**src/rtl/aes64_pkg.sv**
```systemverilog
// Shared definitions for the 64-bit AES round controller slice.
// Contents: controller FSM state type, default round count, counter and state widths.
package aes64_pkg;

  localparam int unsigned AES64_NUM_ROUNDS = 10;
  localparam int unsigned ROUND_IDX_W      = $clog2(16);
  localparam int unsigned STATE_W          = 64;

  typedef enum logic [1:0] {
    IDLE,
    RUN,
    DONE
  } ctrl_state_t;

endpackage

```
**src/rtl/aes64_round_ctrl_if.sv**
```systemverilog
// Block-in / block-out handshake bundle of the AES round controller.
// Signals: in_valid/in_ready/in_data/in_decrypt (block in),
//          out_valid/out_ready/out_data (block out).
// master: wrapper side that offers blocks and consumes results.
// slave:  the round controller.
interface aes64_round_ctrl_if;
  import aes64_pkg::*;

  logic               in_valid;
  logic               in_ready;
  logic [STATE_W-1:0] in_data;
  logic               in_decrypt;
  logic               out_valid;
  logic               out_ready;
  logic [STATE_W-1:0] out_data;

  modport master (
    output in_valid, in_data, in_decrypt, out_ready,
    input  in_ready, out_valid, out_data
  );

  modport slave (
    input  in_valid, in_data, in_decrypt, out_ready,
    output in_ready, out_valid, out_data
  );

endinterface

```
**src/rtl/aes64_round_ctrl.sv**
```systemverilog
// Iterative round sequencer: accepts one block, runs the external combinational
// round function for NUM_ROUNDS+1 iterations (iteration 0 = key whitening) and
// returns the result.
// Ports:
//   clk, rst      clock, synchronous active-high reset
//   bus           block in/out handshakes (slave side)
//   rnd_state_o   current state to the round function
//   rnd_result_i  next state from the round function (combinational)
//   rnd_idx_o     round-key index (descending when decrypting)
//   rnd_first_o   current iteration is whitening-only
//   rnd_last_o    current iteration is the final round
//   rnd_dec_o     latched mode
//   busy          controller is not idle
module aes64_round_ctrl
  import aes64_pkg::*;
#(
  parameter int unsigned NUM_ROUNDS = AES64_NUM_ROUNDS
) (
  input  logic                   clk,
  input  logic                   rst,
  aes64_round_ctrl_if.slave      bus,
  output logic [STATE_W-1:0]     rnd_state_o,
  input  logic [STATE_W-1:0]     rnd_result_i,
  output logic [ROUND_IDX_W-1:0] rnd_idx_o,
  output logic                   rnd_first_o,
  output logic                   rnd_last_o,
  output logic                   rnd_dec_o,
  output logic                   busy
);

  if (NUM_ROUNDS < 1 || NUM_ROUNDS > 15) begin : g_bad_rounds
    $error("aes64_round_ctrl: NUM_ROUNDS must be in 1..15");
  end

  localparam logic [ROUND_IDX_W-1:0] LAST_STEP = ROUND_IDX_W'(NUM_ROUNDS);

  ctrl_state_t             state;
  logic [ROUND_IDX_W-1:0]  step;
  logic [ROUND_IDX_W-1:0]  step_inc;
  logic [STATE_W-1:0]      state_q;
  logic                    dec_q;
  logic [ROUND_IDX_W-1:0]  idx_q;
  logic                    first_q;
  logic                    last_q;
  logic                    in_ready_q;
  logic                    out_valid_q;
  logic                    busy_q;

  // Key index for a given step; decrypt walks the schedule backwards.
  // step never exceeds LAST_STEP, so the subtraction cannot wrap.
  function automatic logic [ROUND_IDX_W-1:0] idx_for(
    input logic [ROUND_IDX_W-1:0] s,
    input logic                   dec
  );
    return dec ? ROUND_IDX_W'(LAST_STEP - s) : s;
  endfunction

  assign step_inc = ROUND_IDX_W'(step + 1'b1);

  // Sequencer: index/flag outputs are registered alongside the step they describe.
  always_ff @(posedge clk) begin
    if (rst) begin
      state       <= IDLE;
      step        <= '0;
      state_q     <= '0;
      dec_q       <= 1'b0;
      idx_q       <= '0;
      first_q     <= 1'b0;
      last_q      <= 1'b0;
      in_ready_q  <= 1'b0;
      out_valid_q <= 1'b0;
      busy_q      <= 1'b0;
    end else begin
      unique case (state)
        IDLE: begin
          in_ready_q <= 1'b1;
          if (bus.in_valid && in_ready_q) begin
            state      <= RUN;
            state_q    <= bus.in_data;
            dec_q      <= bus.in_decrypt;
            step       <= '0;
            idx_q      <= idx_for('0, bus.in_decrypt);
            first_q    <= 1'b1;
            last_q     <= 1'b0;
            in_ready_q <= 1'b0;
            busy_q     <= 1'b1;
          end
        end
        RUN: begin
          state_q <= rnd_result_i;
          first_q <= 1'b0;
          if (step == LAST_STEP) begin
            state       <= DONE;
            step        <= '0;
            idx_q       <= idx_for('0, dec_q);
            last_q      <= 1'b0;
            out_valid_q <= 1'b1;
          end else begin
            step   <= step_inc;
            idx_q  <= idx_for(step_inc, dec_q);
            last_q <= (step_inc == LAST_STEP);
          end
        end
        DONE: begin
          // Result held until the consumer takes it; no accept in this cycle.
          if (bus.out_ready) begin
            state       <= IDLE;
            out_valid_q <= 1'b0;
            in_ready_q  <= 1'b1;
            busy_q      <= 1'b0;
          end
        end
        default: state <= IDLE;
      endcase
    end
  end

  assign bus.in_ready  = in_ready_q;
  assign bus.out_valid = out_valid_q;
  assign bus.out_data  = state_q;
  assign rnd_state_o   = state_q;
  assign rnd_dec_o     = dec_q;
  assign rnd_idx_o     = idx_q;
  assign rnd_first_o   = first_q;
  assign rnd_last_o    = last_q;
  assign busy          = busy_q;

endmodule

```
**src/flat_wrapper.sv**
```systemverilog
// flat-port wrapper written by rule: the top's interface ports become plain ports
module aes64_round_ctrl_flat import aes64_pkg::*;
#(
  parameter int unsigned NUM_ROUNDS = AES64_NUM_ROUNDS
)
  (clk, rst, rnd_state_o, rnd_result_i, rnd_idx_o, rnd_first_o, rnd_last_o, rnd_dec_o, busy, bus_in_valid, bus_in_data, bus_in_decrypt, bus_out_ready, bus_in_ready, bus_out_valid, bus_out_data);
  aes64_round_ctrl_if bus_i ();
  input  logic clk;
  input  logic rst;
  output logic [STATE_W-1:0] rnd_state_o;
  input  logic [STATE_W-1:0] rnd_result_i;
  output logic [ROUND_IDX_W-1:0] rnd_idx_o;
  output logic rnd_first_o;
  output logic rnd_last_o;
  output logic rnd_dec_o;
  output logic busy;
  input wire logic [$bits(bus_i.in_valid)-1:0] bus_in_valid;
  input wire logic [$bits(bus_i.in_data)-1:0] bus_in_data;
  input wire logic [$bits(bus_i.in_decrypt)-1:0] bus_in_decrypt;
  input wire logic [$bits(bus_i.out_ready)-1:0] bus_out_ready;
  output wire logic [$bits(bus_i.in_ready)-1:0] bus_in_ready;
  output wire logic [$bits(bus_i.out_valid)-1:0] bus_out_valid;
  output wire logic [$bits(bus_i.out_data)-1:0] bus_out_data;
  assign bus_i.in_valid = bus_in_valid;
  assign bus_i.in_data = bus_in_data;
  assign bus_i.in_decrypt = bus_in_decrypt;
  assign bus_i.out_ready = bus_out_ready;
  assign bus_in_ready = bus_i.in_ready;
  assign bus_out_valid = bus_i.out_valid;
  assign bus_out_data = bus_i.out_data;
  aes64_round_ctrl #(.NUM_ROUNDS(NUM_ROUNDS)) u_core (.clk(clk), .rst(rst), .bus(bus_i), .rnd_state_o(rnd_state_o), .rnd_result_i(rnd_result_i), .rnd_idx_o(rnd_idx_o), .rnd_first_o(rnd_first_o), .rnd_last_o(rnd_last_o), .rnd_dec_o(rnd_dec_o), .busy(busy));
endmodule
```
**config.mk**
```make
export PLATFORM = sky130hd
export DESIGN_NAME = aes64_round_ctrl_flat
export DESIGN_NICKNAME = d
export VERILOG_FILES = /design/src/rtl/aes64_pkg.sv /design/src/rtl/aes64_round_ctrl_if.sv /design/src/rtl/aes64_round_ctrl.sv /design/src/flat_wrapper.sv
export SDC_FILE = /design/constraint.sdc
export NUM_CORES = 1
export LEC_CHECK = 0
export ABC_AREA = 1
export BUFFER_PORTS_ARGS = -buffer_cell sky130_fd_sc_hd__buf_4
export CAP_MARGIN = 20
export CORE_AREA = 2 2 106 108
export CTS_CLUSTER_SIZE = 25
export DETAILED_ROUTE_END_ITERATION = 8
export DIE_AREA = 0 0 108 110
export HOLD_SLACK_MARGIN = 0.08
export PLACE_DENSITY = 0.73
export RECOVER_POWER = 100
export SYNTH_ARGS = -nofsm -noshare
export SYNTH_HDL_FRONTEND = slang
export SYNTH_SLANG_ARGS = --single-unit
```
**constraint.sdc**
```tcl
create_clock -name clk -period 4.96 [get_ports clk]
set_clock_uncertainty 0.2 [all_clocks]
set_input_delay 0.248 -clock clk [delete_from_list [all_inputs] [get_ports clk]]
set_output_delay 0.248 -clock clk [all_outputs]
set_load 0.005 [all_outputs]
```
Word-level counts from Yosys, hierarchy flattened. Cells that the tools add are included. Widths: inputs -> output; s select.

Input port bits: 133. Output and inout port bits: 138. Word-level logic and storage cells: 57. Register bits after elaboration: 80.

Multiplexer cells: 27. Add/subtract/negate cells: 2. Eq/ne operators: 7. Reductions and logical operators: 11.

Operators by type and width (number): $pmux 64 s2 (1); $mux 64 (1); $mux 4 (7); $pmux 4 s2 (2); $pmux 1 s2 (5); $reduce_and 3->1 (3); $eq 4x4->1 const B (2); $mux 1 (7); $mux 2 (3); $pmux 2 s3 (1); $reduce_and 2->1 (3); $reduce_bool 2->1 (3); $add 4x1->4 const B (1); $ne 2x1->1 const B (2); $sub 4x4->4 const A (1); $eq 2x1->1 const B (1); $eq 2x2->1 const B (1); $logic_not 2->1 (1); $ne 2x2->1 const B (1); $logic_and 1x1->1 (1).

Logic depth before layout (Yosys ltp).
Word-level depth: 5. Depth in mapped cells: 8. Depth with buffers taken out: 8.

Least setup slack after synthesis. OpenSTA, ideal clock, no wires.

Kind: reg-to-reg. From: reg u_core.step[0]. To: reg u_core.last_q, in the netlist u_core.rnd_last_o. Period minus slack after synthesis: 1613 ps. Library setup time: 70 ps. Data arrival time: 1343 ps. Setup slack: 3347 ps. Buffers on the path: 0. Stages on the path, launching flop included: 8. Required time: 4690 ps. Path through: dfxtp_1 -> inv_1 -> ha_1 -> nand2_1 -> nor2_1 -> nor2_1 -> nand4_1 -> a21oi_1.

Word-level cells in the longest chain between the ends: 4. Elaborated cells between the ends (all ways): 5. Those cells by class: add/sub (1); eq/ne (2); mux (2).

RTL lines: from (decl) (RTL line aes64_round_ctrl.sv:38) `logic [ROUND_IDX_W-1:0] step;`; from (signal assigned) (RTL line aes64_round_ctrl.sv:99) `step <= step_inc;`; $add 4x1->4 (RTL line aes64_round_ctrl.sv:58) `assign step_inc = ROUND_IDX_W'(step + 1'b1);`; $eq 4x4->1 (RTL line aes64_round_ctrl.sv:101) `last_q <= (step_inc == LAST_STEP);`; $mux 1 (*) (RTL line aes64_round_ctrl.sv:92) `if (step == LAST_STEP) begin`; $pmux 1 s2 (*) (RTL line aes64_round_ctrl.sv:74) `unique case (state)`; to (signal assigned) (RTL line aes64_round_ctrl.sv:101); to (decl) (RTL line aes64_round_ctrl.sv:44) `logic last_q;`.

Mark *: on every way between the ends. The rest lies on a longest branch, timed or not. A chain may end at the register's enable or synchronous reset.

Worst setup path in the final report.
From: reg u_core.state[1]. To: reg u_core.state_q[52], in the netlist u_core.bus.out_data[52].

Word-level cells in the longest chain between the ends: 3. Elaborated cells between the ends (all ways): 6. Those cells by class: eq/ne (2); mux (1); reduce/logical (3).

RTL lines: from (decl) (RTL line aes64_round_ctrl.sv:37) `ctrl_state_t state;`; from (signal assigned) (RTL line aes64_round_ctrl.sv:63) `state <= IDLE;`; from (signal assigned) (RTL line aes64_round_ctrl.sv:78) `state <= RUN;`; from (signal assigned) (RTL line aes64_round_ctrl.sv:93) `state <= DONE;`; $logic_not 2->1 / $eq 2x1->1 (equally long branches) (RTL line aes64_round_ctrl.sv:74); $ne 2x1->1 (no line) / $reduce_bool 2->1 (equally long branches); $reduce_and 2->1 (no line); to (signal assigned) (RTL line aes64_round_ctrl.sv:79) `state_q <= bus.in_data;`; to (signal assigned) (RTL line aes64_round_ctrl.sv:90) `state_q <= rnd_result_i;`; to (decl) (RTL line aes64_round_ctrl.sv:40) `logic [STATE_W-1:0] state_q;`.

Several ways; a longest one is shown, not always the timed one.

==> flow_summary.json <==
{
  "finalCritPeriodShare_pct": 76.3,
  "cp-start-kind": "register",
  "antenna_found_initial": 0,
  "regToRegSetupSlack_ns": 1.18,
  "timing.hold.ws_ns": 0.268,
  "ctsResizeCount": 0,
  "ctsHoldBuffers": 133,
  "post-route-min-period_ns": 3.78,
  "clock_power_share_pct": 26.3,
  "critPathMaxFanout": 67,
  "drive_gt1_share_pct": 32.1,
  "grt_usage_pct": 23.1,
  "pin_count": 271,
  "cts_tree": "yes",
  "worstMarginPinSlew_ns": 1.19,
  "tns_ns": 0,
  "utilization_pct": 65.2,
  "power_frac_comb_pct": 32.2,
  "drc_errors": 0,
  "fillerInstances": 878,
  "via_per_inst": 4.93,
  "num-nets-final": 982,
  "post_cts_buffers": 0,
  "drt-wirelength-per-cell_um": 14.5,
  "final-hold-violation-count": 0,
  "syn_area_um2": 3940,
  "diodes": 0,
  "p_int_mw": 1.33,
  "clk_path_buf_depth": 2,
  "required_ns": 5.00,
  "yosys_warnings": 0,
  "status": "finished clean",
  "clk_pin_slew_ns": 0.08,
  "clk_latency_ns": 0.35,
  "rsz0062_at_grt": "false",
  "synthCells": 529,
  "setup_viol": 0,
  "yosysTopAreaCell": "dfxtp_1",
  "power_switching_uw": 528,
  "grt_max_degree": 132,
  "hp-class": "register to register",
  "port_buffers": 270,
  "synth_fp_nets": 665,
  "grt_pass1_wl_mm": 22.0,
  "ys_top_cells_by_area": "dfxtp_1, nand2_1, buf_4, a31oi_1, o21ai_0",
  "synth_top_area_share_pct": 40.6,
  "htreeDepth": 3,
  "die_y_um": 110,
  "report.final.slew_viol_count": 0,
  "maxCapViolations": 0,
  "detail_route.wirelength_mm": 14.4,
  "pre_cts_slack_ns": 1.90,
  "syn_area_per_cell_um2": 7.45,
  "die_area_um2": 11900,
  "yosysSeqAreaShare_pct": 40.6,
  "synth_seq_cells": 80,
  "grt_pass1_vias": 4648,
  "critPathCaptureType": "register",
  "core_um2": 10700,
  "hpwl_mm": 8.73,
  "detail_route.first_pass.iterations": 6,
  "fmax_mhz": 264,
  "worst_slack_ns": 1.18,
  "core.rowCount": 38,
  "start_util_pct": 36.9,
  "crit_arrival_ns": 3.82,
  "drtIter0Drc": 463,
  "ir_worst_vdd_mv": 0.157,
  "path_class": "register to register",
  "leakagePower_nw": 3.32,
  "seq_power_share_pct": 41.5,
  "synthToLayoutAreaGrowth_pct": 76.8,
  "ant_nets": 0,
  "p_per_area_nw_per_um2": 267,
  "clock-sinks": 80,
  "cts_buffers": 9,
  "overflow": 0,
  "place_congestion": 0.822,
  "root_buffer": "clkbuf_8",
  "sw_frac_of_total_pct": 28.4,
  "vias": 4883,
  "slew_headroom_pct": 20.5,
  "synth.distinct_cells": 25,
  "die_w_um": 108
}
final cells by class:
| type | instances | area [um2] | share of cell area (%) |
|---|---|---|---|
| Multi-Input combinational cell | 336 | 1610 | 23.0 |
| Timing Repair Buffer | 407 | 3350 | 48.0 |
| Clock inverter | 3 | 40.0 | 0.574 |
| Sequential cell | 80 | 1600 | 23.0 |
| Clock buffer | 13 | 159 | 2.28 |
| Inverter | 12 | 45.0 | 0.646 |
| Tap cell | 140 | 175 | 2.51 |
power by group through the flow:
stage	clock, mW	sequential (mW)	combinational [mW]
2_1_floorplan	0	0.779	0.265
3_3_place_gp	0	0.785	0.475
3_5_place_dp	0	0.787	0.481
4_1_cts	0.508	0.773	0.610
5_1_grt	0.533	0.781	0.657
6_report	0.489	0.772	0.599
layout by cell type (no fill, tap or decap), types with 2 or more instances in the layout:
cell type	n
a21oi_1	17
a31oi_1	64
buf_12	2
buf_4	133
clkbuf_1	20
clkbuf_4	121
clkbuf_8	11
clkinv_2	2
dfxtp_1	80
dlygate4sd3_1	133
ha_1	3
inv_1	11
nand2_1	163
nand3_1	6
nand4_1	3
nor2_1	5
nor3_1	2
o21a_1	2
o21ai_0	66
cells by family after synthesis:
logic type / share of synthesized area (%)
DFF: 40.6
buffers and inverters: 18.6
and+or+nand+nor: 18.0
adders and majority gates: 0.952
AOI/OAI and AO/OA: 21.2
xor gates and xnor gates: 0.635
worst max-delay path, cell delays in order, from the launching register on:
cell	delay [ns]
dfxtp_1	0.36
inv_1	0.06
nand2_1	0.85
buf_4	0.52
nand2_4	0.41
buf_12	0.33
o21ai_0	0.22
a31oi_1	0.07
dlygate4sd3_1	0.57
path summary, 6_finish.rpt:
check | start | endpoint | cells after the start
worst max-delay path | u_core.state[1] | u_core.bus.out_data[52] | 8
worst min-delay path | u_core.busy | u_core.busy | 2
worst max register to register | u_core.state[1] | u_core.bus.out_data[52] | 8
worst min register to register | u_core.busy | u_core.busy | 2
flip-flops by register name, indices dropped and copies added (netlist names):
name                  flops
u_core.busy               1
u_core.bus.out_valid      1
u_core.state              2
u_core.rnd_last_o         1
u_core.rnd_dec_o          1
u_core.rnd_idx_o          4
u_core.step               4
u_core.rnd_first_o        1
u_core.bus.in_ready       1
u_core.bus.out_data      64
per-layer routing:
| layer | vias up | part of all wire [%] | track usage [%] | wire, um |
|---|---|---|---|---|
| li1 | 2353 | - | - | - |
| met1 | 2255 | 38 | 25.6 | 5400 |
| met2 | 243 | 52 | 42.9 | 7490 |
| met3 | 32 | 7.7 | 4.64 | 1110 |
| met4 | 0 | 2.5 | 10.3 | 363 |
| met5 | - | 0 | 0 | 0 |
per-stage QoR:
step,power [mW],instances,area (um2)
finish,1.86,991,6970
global route,1.97,991,6970
CTS,1.89,989,7010
detailed placement,1.27,840,5480
global placement,1.26,840,5480
floorplan,1.04,529,3940
cells in the mapped netlist:
master	count
nand2_1	162
dfxtp_1	80
buf_4	71
a31oi_1	64
o21ai_0	43
o21ai_1	24
a21oi_1	17
buf_2	15
inv_1	10
clkbuf_1	9
nand3_1	5
nor2_1	5
buf_6	3
ha_1	3
nand4_1	3
buf_1	2
inv_2	2
nand2_2	2
nor3_1	2
o21a_1	2
clkbuf_2	1
nand3_2	1
nor2_2	1
xnor2_2	1
xor2_1	1
No activity file was read; power rests on OpenSTA's default activity.
